### src/rtl/boltzmann_sample_accumulator_if.sv
// Bus bundle for the Boltzmann sample accumulator: run control, sweep input,
// read-back port and status outputs. The master side drives the run.
interface boltzmann_sample_accumulator_if #(
    parameter int NUM_NODES   = 8,
    parameter int COUNT_WIDTH = 16
);
    localparam int ADDR_W = $clog2(2 * NUM_NODES) + 1;

    logic                   start;
    logic                   abort;
    logic [COUNT_WIDTH-1:0] burn_in;
    logic [COUNT_WIDTH-1:0] num_samples;
    logic                   node_valid;
    logic [NUM_NODES-1:0]   nodes;
    logic [ADDR_W-1:0]      rd_addr;
    logic [COUNT_WIDTH-1:0] rd_data;
    logic                   busy;
    logic                   done;
    logic [COUNT_WIDTH-1:0] samples_taken;

    modport master (
        output start, abort, burn_in, num_samples, node_valid, nodes, rd_addr,
        input  rd_data, busy, done, samples_taken
    );

    modport slave (
        input  start, abort, burn_in, num_samples, node_valid, nodes, rd_addr,
        output rd_data, busy, done, samples_taken
    );
endinterface

### src/rtl/boltzmann_sample_accumulator.sv
// Statistics stage behind the Boltzmann node array. Skips a programmable
// burn-in, then accumulates per-node activation counts and ring-neighbour
// co-activation counts over a programmable number of sweeps. All counters
// saturate. Counts are read back through a registered address/data port.
module boltzmann_sample_accumulator #(
    parameter int NUM_NODES   = 8,
    parameter int COUNT_WIDTH = 16
) (
    input  logic                            clk,
    input  logic                            on,
    boltzmann_sample_accumulator_if.slave   bus
);
    localparam int ADDR_W = $clog2(2 * NUM_NODES) + 1;
    localparam int IDX_W  = (NUM_NODES > 1) ? $clog2(NUM_NODES) : 1;

    typedef enum logic [1:0] {S_IDLE, S_BURN, S_COLLECT, S_DONE} state_t;
    typedef logic [COUNT_WIDTH-1:0] cnt_t;

    state_t state_q, state_d;
    cnt_t   burn_cnt_q, burn_cnt_d;
    cnt_t   burn_lim_q, burn_lim_d;
    cnt_t   num_lim_q,  num_lim_d;
    cnt_t   samp_q,     samp_d;
    cnt_t   node_cnt_q [NUM_NODES];
    cnt_t   node_cnt_d [NUM_NODES];
    cnt_t   pair_cnt_q [NUM_NODES];
    cnt_t   pair_cnt_d [NUM_NODES];
    cnt_t   rd_data_q,  rd_data_d;
    logic   busy_q,     busy_d;
    logic   done_q,     done_d;

    // Increment that sticks at all-ones instead of wrapping.
    function automatic cnt_t sat_inc(input cnt_t v);
        if (v == '1) begin
            return v;
        end
        return v + cnt_t'(1);
    endfunction

    // Run sequencing and counter updates. Start clears and latches the run
    // parameters; abort drops to IDLE leaving counts in place.
    always_comb begin
        state_d    = state_q;
        burn_cnt_d = burn_cnt_q;
        burn_lim_d = burn_lim_q;
        num_lim_d  = num_lim_q;
        samp_d     = samp_q;
        node_cnt_d = node_cnt_q;
        pair_cnt_d = pair_cnt_q;

        case (state_q)
            S_IDLE, S_DONE: begin
                if (bus.start) begin
                    state_d    = (bus.burn_in != '0) ? S_BURN : S_COLLECT;
                    burn_lim_d = bus.burn_in;
                    num_lim_d  = bus.num_samples;
                    burn_cnt_d = '0;
                    samp_d     = '0;
                    for (int i = 0; i < NUM_NODES; i++) begin
                        node_cnt_d[i] = '0;
                        pair_cnt_d[i] = '0;
                    end
                end
            end
            S_BURN: begin
                if (bus.abort) begin
                    state_d = S_IDLE;
                end else if (bus.node_valid) begin
                    burn_cnt_d = sat_inc(burn_cnt_q);
                    if (sat_inc(burn_cnt_q) == burn_lim_q) begin
                        state_d = S_COLLECT;
                    end
                end
            end
            S_COLLECT: begin
                if (bus.abort) begin
                    state_d = S_IDLE;
                end else if (samp_q >= num_lim_q) begin
                    // Only reachable with a zero sample budget.
                    state_d = S_DONE;
                end else if (bus.node_valid) begin
                    samp_d = sat_inc(samp_q);
                    for (int i = 0; i < NUM_NODES; i++) begin
                        if (bus.nodes[i]) begin
                            node_cnt_d[i] = sat_inc(node_cnt_q[i]);
                        end
                        if (bus.nodes[i] && bus.nodes[(i + 1) % NUM_NODES]) begin
                            pair_cnt_d[i] = sat_inc(pair_cnt_q[i]);
                        end
                    end
                    if (sat_inc(samp_q) == num_lim_q) begin
                        state_d = S_DONE;
                    end
                end
            end
            default: state_d = S_IDLE;
        endcase

        busy_d = (state_d == S_BURN) || (state_d == S_COLLECT);
        done_d = (state_d == S_DONE);
    end

    // Read mux on the current (pre-update) counts; out-of-range returns 0.
    always_comb begin
        rd_data_d = '0;
        if (bus.rd_addr < ADDR_W'(NUM_NODES)) begin
            rd_data_d = node_cnt_q[IDX_W'(bus.rd_addr)];
        end else if (bus.rd_addr < ADDR_W'(2 * NUM_NODES)) begin
            rd_data_d = pair_cnt_q[IDX_W'(bus.rd_addr - ADDR_W'(NUM_NODES))];
        end
    end

    // State, counters and registered outputs; reset wipes every count.
    always_ff @(posedge clk or negedge on) begin
        if (!on) begin
            state_q    <= S_IDLE;
            burn_cnt_q <= '0;
            burn_lim_q <= '0;
            num_lim_q  <= '0;
            samp_q     <= '0;
            rd_data_q  <= '0;
            busy_q     <= 1'b0;
            done_q     <= 1'b0;
            for (int i = 0; i < NUM_NODES; i++) begin
                node_cnt_q[i] <= '0;
                pair_cnt_q[i] <= '0;
            end
        end else begin
            state_q    <= state_d;
            burn_cnt_q <= burn_cnt_d;
            burn_lim_q <= burn_lim_d;
            num_lim_q  <= num_lim_d;
            samp_q     <= samp_d;
            rd_data_q  <= rd_data_d;
            busy_q     <= busy_d;
            done_q     <= done_d;
            for (int i = 0; i < NUM_NODES; i++) begin
                node_cnt_q[i] <= node_cnt_d[i];
                pair_cnt_q[i] <= pair_cnt_d[i];
            end
        end
    end

    assign bus.rd_data       = rd_data_q;
    assign bus.busy          = busy_q;
    assign bus.done          = done_q;
    assign bus.samples_taken = samp_q;
endmodule

### src/flat_wrapper.sv
// flat-port wrapper written by rule: the top's interface ports become plain ports
module boltzmann_sample_accumulator_flat 
#(
    parameter int NUM_NODES   = 8,
    parameter int COUNT_WIDTH = 16
)
  (clk, on, bus_start, bus_abort, bus_burn_in, bus_num_samples, bus_node_valid, bus_nodes, bus_rd_addr, bus_rd_data, bus_busy, bus_done, bus_samples_taken);
  boltzmann_sample_accumulator_if #(.NUM_NODES(NUM_NODES), .COUNT_WIDTH(COUNT_WIDTH)) bus_i ();
  input  logic clk;
  input  logic on;
  input wire logic [$bits(bus_i.start)-1:0] bus_start;
  input wire logic [$bits(bus_i.abort)-1:0] bus_abort;
  input wire logic [$bits(bus_i.burn_in)-1:0] bus_burn_in;
  input wire logic [$bits(bus_i.num_samples)-1:0] bus_num_samples;
  input wire logic [$bits(bus_i.node_valid)-1:0] bus_node_valid;
  input wire logic [$bits(bus_i.nodes)-1:0] bus_nodes;
  input wire logic [$bits(bus_i.rd_addr)-1:0] bus_rd_addr;
  output wire logic [$bits(bus_i.rd_data)-1:0] bus_rd_data;
  output wire logic [$bits(bus_i.busy)-1:0] bus_busy;
  output wire logic [$bits(bus_i.done)-1:0] bus_done;
  output wire logic [$bits(bus_i.samples_taken)-1:0] bus_samples_taken;
  assign bus_i.start = bus_start;
  assign bus_i.abort = bus_abort;
  assign bus_i.burn_in = bus_burn_in;
  assign bus_i.num_samples = bus_num_samples;
  assign bus_i.node_valid = bus_node_valid;
  assign bus_i.nodes = bus_nodes;
  assign bus_i.rd_addr = bus_rd_addr;
  assign bus_rd_data = bus_i.rd_data;
  assign bus_busy = bus_i.busy;
  assign bus_done = bus_i.done;
  assign bus_samples_taken = bus_i.samples_taken;
  boltzmann_sample_accumulator #(.NUM_NODES(NUM_NODES), .COUNT_WIDTH(COUNT_WIDTH)) u_core (.clk(clk), .on(on), .bus(bus_i));
endmodule
### config.mk
export PLATFORM = sky130hd
export DESIGN_NAME = boltzmann_sample_accumulator_flat
export DESIGN_NICKNAME = d
export VERILOG_FILES = /design/src/rtl/boltzmann_sample_accumulator_if.sv /design/src/rtl/boltzmann_sample_accumulator.sv /design/src/flat_wrapper.sv
export SDC_FILE = /design/constraint.sdc
export NUM_CORES = 1
export LEC_CHECK = 0
export CORE_MARGIN = 3
export CORE_UTILIZATION = 40
export CTS_BUF_LIST = sky130_fd_sc_hd__clkbuf_4
export DETAILED_ROUTE_END_ITERATION = 16
export GPL_TIMING_DRIVEN = 0
export SLEW_MARGIN = 20
export SYNTH_ARGS = -nofsm -noshare
export SYNTH_HDL_FRONTEND = slang
export SYNTH_SLANG_ARGS = --single-unit
### constraint.sdc
create_clock -name clk -period 9.09 [get_ports clk]
set_clock_uncertainty 0.2 [all_clocks]
set_input_delay 1.818 -clock clk [delete_from_list [all_inputs] [get_ports clk]]
set_output_delay 1.818 -clock clk [all_outputs]
set_load 0.02 [all_outputs]
# After elaboration in Yosys (flattened, before gate mapping)
# Index checks and enable logic that the tools add are counted.
# Widths: inputs -> output; s select.
[totals] ff_bits=340 latchBits=0 ram_bits=0 mem_bits_ro=0 in_bits=50 word_cells=325 n_memories=0
[op_classes] add_sub_neg=19 multipliers=0 div_mod_pow=0 n_lt_le_gt_ge=5 eq_ne=64 shift=0 mux=178 n_bitwise=2 reduce_logical=33
[op_table] cell="$mux 128" count=7
[op_table] cell="$mux 16" count=50
[op_table] cell="$pmux 128 s2" count=2
[op_table] cell="$add 16x1->16 const B" count=18
[op_table] cell="$eq 16x16->1 const B" count=18
[op_table] cell="$reduce_and 7->1" count=16
[op_table] cell="$mux 1" count=105
[op_table] cell="$bmux 16 s3" count=2
[op_table] cell="$pmux 16 s2" count=2
[op_table] cell="$ne 3x3->1 const B" count=16
[op_table] cell="$eq 16x16->1" count=2
[op_table] cell="$ne 2x2->1 const B" count=14
[op_table] cell="$mux 2" count=9
[op_table] cell="$ge 16x16->1" count=1
[op_table] cell="$ne 2x1->1 const B" count=8
[op_table] cell="$reduce_bool 16->1" count=1
[op_table] cell="$eq 2x2->1 const B" count=4
[op_table] cell="$ge 4x4->1 const B" count=2
[op_table] cell="$logic_and 1x1->1" count=8
[op_table] cell="$not 3->4" count=2
[op_table] cell="$pmux 2 s3" count=1
[op_table] cell="$lt 5x4->1 const B" count=1
[op_table] cell="$lt 5x5->1 const B" count=1
[op_table] cell="$reduce_and 5->1" count=1
[op_table] cell="8 further kinds" count=10

# Longest topological paths before layout
[logic_depth] word_depth=19 ltp_mapped=14 ltp_nobuf=11

# Worst setup path before layout
# Ideal clock, no wire load.
[synth_timing] kind="input port to flip-flop" start="input port bus_abort" end="register u_core.pair_cnt_q[59] in the netlist's numbering" t_arrival_ns=3.931 setup_slack_ns=4.839 stages=9 cell_sequence="nand2b_1 > a211o_1 > buf_2 > or4b_1 > or2_2 > clkbuf_1 > nor3_2 > a211oi_1 > a31o_2"
[synth_via] elab_chain_len=2
[synth_lines] element="start, declared" line_no="flat_wrapper.sv:12" rtl="input wire logic [$bits(bus_i.abort)-1:0] bus_abort;"
[synth_lines] element="$ne 2x2->1 (no line)"
[synth_lines] element="$reduce_and 7->1 (no line)"
[synth_lines] element="end signal, assigned by index" line_no="boltzmann_sample_accumulator.sv:139" rtl="pair_cnt_q[i] <= pair_cnt_d[i];"
[synth_lines] element="end, declared" line_no="boltzmann_sample_accumulator.sv:26" rtl="cnt_t pair_cnt_q [NUM_NODES];"
# No other way between the ends.
# A chain may end at the register's enable or synchronous reset.

# Worst setup path in the final report
[layout_timing] start="input port bus_start" end="register u_core.pair_cnt_q[88] in the netlist's numbering"
[layout_via] elab_chain_len=2
[layout_lines] element="start, declared" line_no="flat_wrapper.sv:11" rtl="input wire logic [$bits(bus_i.start)-1:0] bus_start;"
[layout_lines] element="$ne 2x2->1 (no line)"
[layout_lines] element="$reduce_and 7->1 (no line)"
# No other way between the ends.

==> impl_metrics.csv <==
group,metric,value,unit
pwr,ir_worst_vdd,0.000114,V
sta,worst_slew_pin_slew,1.10,ns
routing,drt_iter0_markers,1813,
layout,design_area,0.0237,mm2
routing,wire_per_inst,22.9,um
flow_run,drv_cap,0,
yosys,synth_seq_cells,340,
setup_path,r2r_setup_slack,3.79,ns
setup_path,cp-startpoint,"bus_start",
grt,grt_pass1_vias,18500,
yosys,syn-cell-area,0.0206,mm2
routing,route.detailed.drc,0,
routing,post_drt_via_cell_ratio,6.16,
placement,place.gp.congestion,0.998,
floorplan,placementRows,82,
cts,insertion_delay,0.86,ns
sta,final-setup-viol-count,0,
yosys,synth_cells,2180,
setup_path,worstPathMaxFanout,10,
cts,clock_sinks,340,
setup_path,cp_slowest_cell,"clkbuf_1",
floorplan,fp.dieW,233,um
routing,drt_wl_total,71300,um
sta,slew_headroom,26.8,%
grt,antenna_found_initial,7,
setup_path,worstSetupPathType,"in -> reg",
pwr,power.leakage,9.41,nW
cts,h-tree-depth,3,
sta,fin_hold_ws,0.338,ns
yosys,syn_nets,2267,
grt,grt_pass1_wl,109000,um
floorplan,core_area,0.0506,mm2
yosys,yosysMostFrequentCell,"dfrtp_1",
floorplan,dieArea,0.0543,mm2
setup_path,rr_endpoint,"u_core.pair_cnt_q[88]",
sta,fin_crit,5.89,ns
routing,via_count,19200,
setup_path,crit_end,"u_core.pair_cnt_q[88]",
layout,final_nets,2451,
layout,syn_to_final_growth,14.8,%
yosys,yosys_warnings,0,
cts,cts_buffers,99,
floorplan,initial_core_util,40.8,%
setup_path,r2r-start,"u_core.state_q[0]",
setup_path,cpPeakStageDelay,0.83,ns
yosys,ys_top_cells_by_count,"340 x dfrtp_1, 212 x a21oi_1, 212 x nand2_1, 173 x o21ai_0, 118 x or3_1",
setup_path,cp.required,9.54,ns
yosys,avgSynthCellArea,9.46,um2
cts,cts_setup_buffers,0,
cts,cts_resized,0,
setup_path,path_cells,"clkdlybuf4s50_1 > nand2_1 > nor2_2 > clkbuf_1 > clkbuf_1 > clkbuf_1 > clkbuf_1 > a21oi_1",
placement,preCtsSetupSlack,2.64,ns
sta,maxClockFrequency,170,MHz
cts,clk_pin_slew,0.06,ns
placement,hpwl,52100,um
setup_path,cpMostUsedCell,"clkbuf_1",
placement,io_buffer_count,79,
floorplan,die_h,233,um
setup_path,end_kind,"register",
yosys,synth-edff-count,0,
placement,dpl_cell_area,0.0224,mm2
routing,ant_nets,0,
routing,firstDrtPassIters,6,
grt,grt_max_degree,92,
sta,timing.final.crit_share,64.8,%
run_status,status,"completed",
pwr,power_density,222,mW/mm2
grt,grt_usage,26.2,%
layout,drive_above_1_share,12.9,%
grt,grt.overflow.total,0,
sta,rsz0062_at_grt,"no",
yosys,synth_ff_type,"dfrtp_1",
sta,maxSlewViolCount,0,
cts,ctsRootBufferMaster,"clkbuf_4",
yosys,synth-async-reset-ratio,100,%
yosys,synth_seq_area_share,41.3,%
worst_hold_path,hp-class,"reg -> reg",
cts,cts_hold_buf,0,
cts,cts_tree,"built",
yosys,yosysTopAreaCell,"dfrtp_1",
yosys,yosysTopAreaCellShare,41.3,%
setup_path,reg2reg_depth,10,
setup_path,critPathLaunchType,"input port",
yosys,synthTopCellsByArea,"dfrtp_1 41%, mux4_2 8.7%, a21oi_1 5.1%",
sta,finalHoldViolCount,0,
sta,setup_ws,3.20,ns
setup_path,worstPathArrival,6.34,ns
floorplan,io_pins,84,
yosys,synth_cell_types,71,
cts,cts.path.max_buffers,3,
-- logic make-up after synthesis --
family	Yosys count	synth area share [%]
AND/OR/NAND/NOR	861	22.2
AO/OA/AOI/OAI	540	15.5
flip-flops	340	41.3
buffers and inverters	175	3.28
multiplexers	132	11.5
XOR/XNOR	95	4.03
adder cells (fa/ha/maj)	37	2.24
-- worst min-delay path by stage --
stage                                startpoint                    end  slack [ns]  cells past startpoint
after global placement     u_core.burn_lim_q[5]   u_core.burn_lim_q[5]        0.32                      1
final                      u_core.burn_lim_q[1]   u_core.burn_lim_q[1]        0.34                      1
after global routing       u_core.burn_lim_q[5]   u_core.burn_lim_q[5]        0.36                      1
after detailed placement   u_core.burn_lim_q[1]   u_core.burn_lim_q[1]        0.33                      1
after CTS                  u_core.burn_lim_q[1]   u_core.burn_lim_q[1]        0.34                      1
after floorplan           u_core.pair_cnt_q[81]  u_core.pair_cnt_q[81]        0.27                      2
-- routing by layer --
layer  GRT usage, %  vias to the layer above  wire length [um]
li1               -                     8600                 -
met4           11.2                        4              3090
met5              0                        -                25
met1           35.1                     9547             29600
met3           7.41                      201              6910
met2           39.8                      848             31700
-- report_power, final --
group | total (mW) | switching, mW | internal (mW) | leakage [nW]
sequential | 1.82 | 0.169 | 1.65 | 4.66
clock | 1.52 | 0.715 | 0.800 | 0.762
combinational | 1.91 | 1.37 | 0.541 | 3.99
-- final cells by class --
cell class                 count  area [um2]
fill                        4814       26900
buffer                       122         477
timing repair buffer          83         906
inverter                      53         199
clock buffer                 149        1120
antenna                        6        15.0
sequential                   340        8510
clock inverter                29         168
tap                          672         841
multi-input combinational   1665       11400
-- per-stage QoR --
stage | total power, mW | setup TNS (ns) | cells | utilization [%]
2_1_floorplan | 2.94 | 0 | 2180 | -
4_1_cts | 5.27 | 0 | 3113 | 46.8
3_5_place_dp | 3.73 | 0 | 2935 | 44.2
5_1_grt | 5.54 | 0 | 3116 | 46.8
3_3_place_gp | 3.69 | -3223.13 | 2931 | 44.0
6_report | 5.25 | 0 | 3119 | 46.8
-- sequential cells by signal, summed over array words and instances (netlist names) --
name	flops
u_core.bus.done	1
u_core.bus.rd_data	16
u_core.burn_lim_q	16
u_core.num_lim_q	16
u_core.pair_cnt_q	128
u_core.bus.busy	1
u_core.bus.samples_taken	16
u_core.node_cnt_q	128
u_core.burn_cnt_q	16
u_core.state_q	2
-- critical path: cells and delay by family --
family | cells | cell delay (ns)
buf+inv | 5 | 3.54
simple gates | 2 | 0.87
compound gates | 1 | 0.09
-- cell usage in the layout (no fill, tap or decap), types with 8 or more instances in the layout --
cell,count
a41oi_1,10
mux4_2,80
mux2i_1,15
nor2b_1,18
or3_1,118
o21ai_0,173
buf_1,12
and2_1,18
nor4_1,23
a21o_1,8
clkbuf_4,149
dfrtp_1,340
or4_1,42
a31oi_1,15
nand2b_1,21
nor3_1,14
clkinv_1,24
nand2_1,212
o31ai_1,47
ha_1,37
inv_1,52
nor2_1,116
xnor2_1,53
nand4_1,53
and3_1,57
a21oi_1,212
clkbuf_1,95
nand3_1,114
xor2_1,42
buf_2,15
clkdlybuf4s50_1,78
mux2_2,37
and4_1,21
Power figures use the tool's default switching activity.
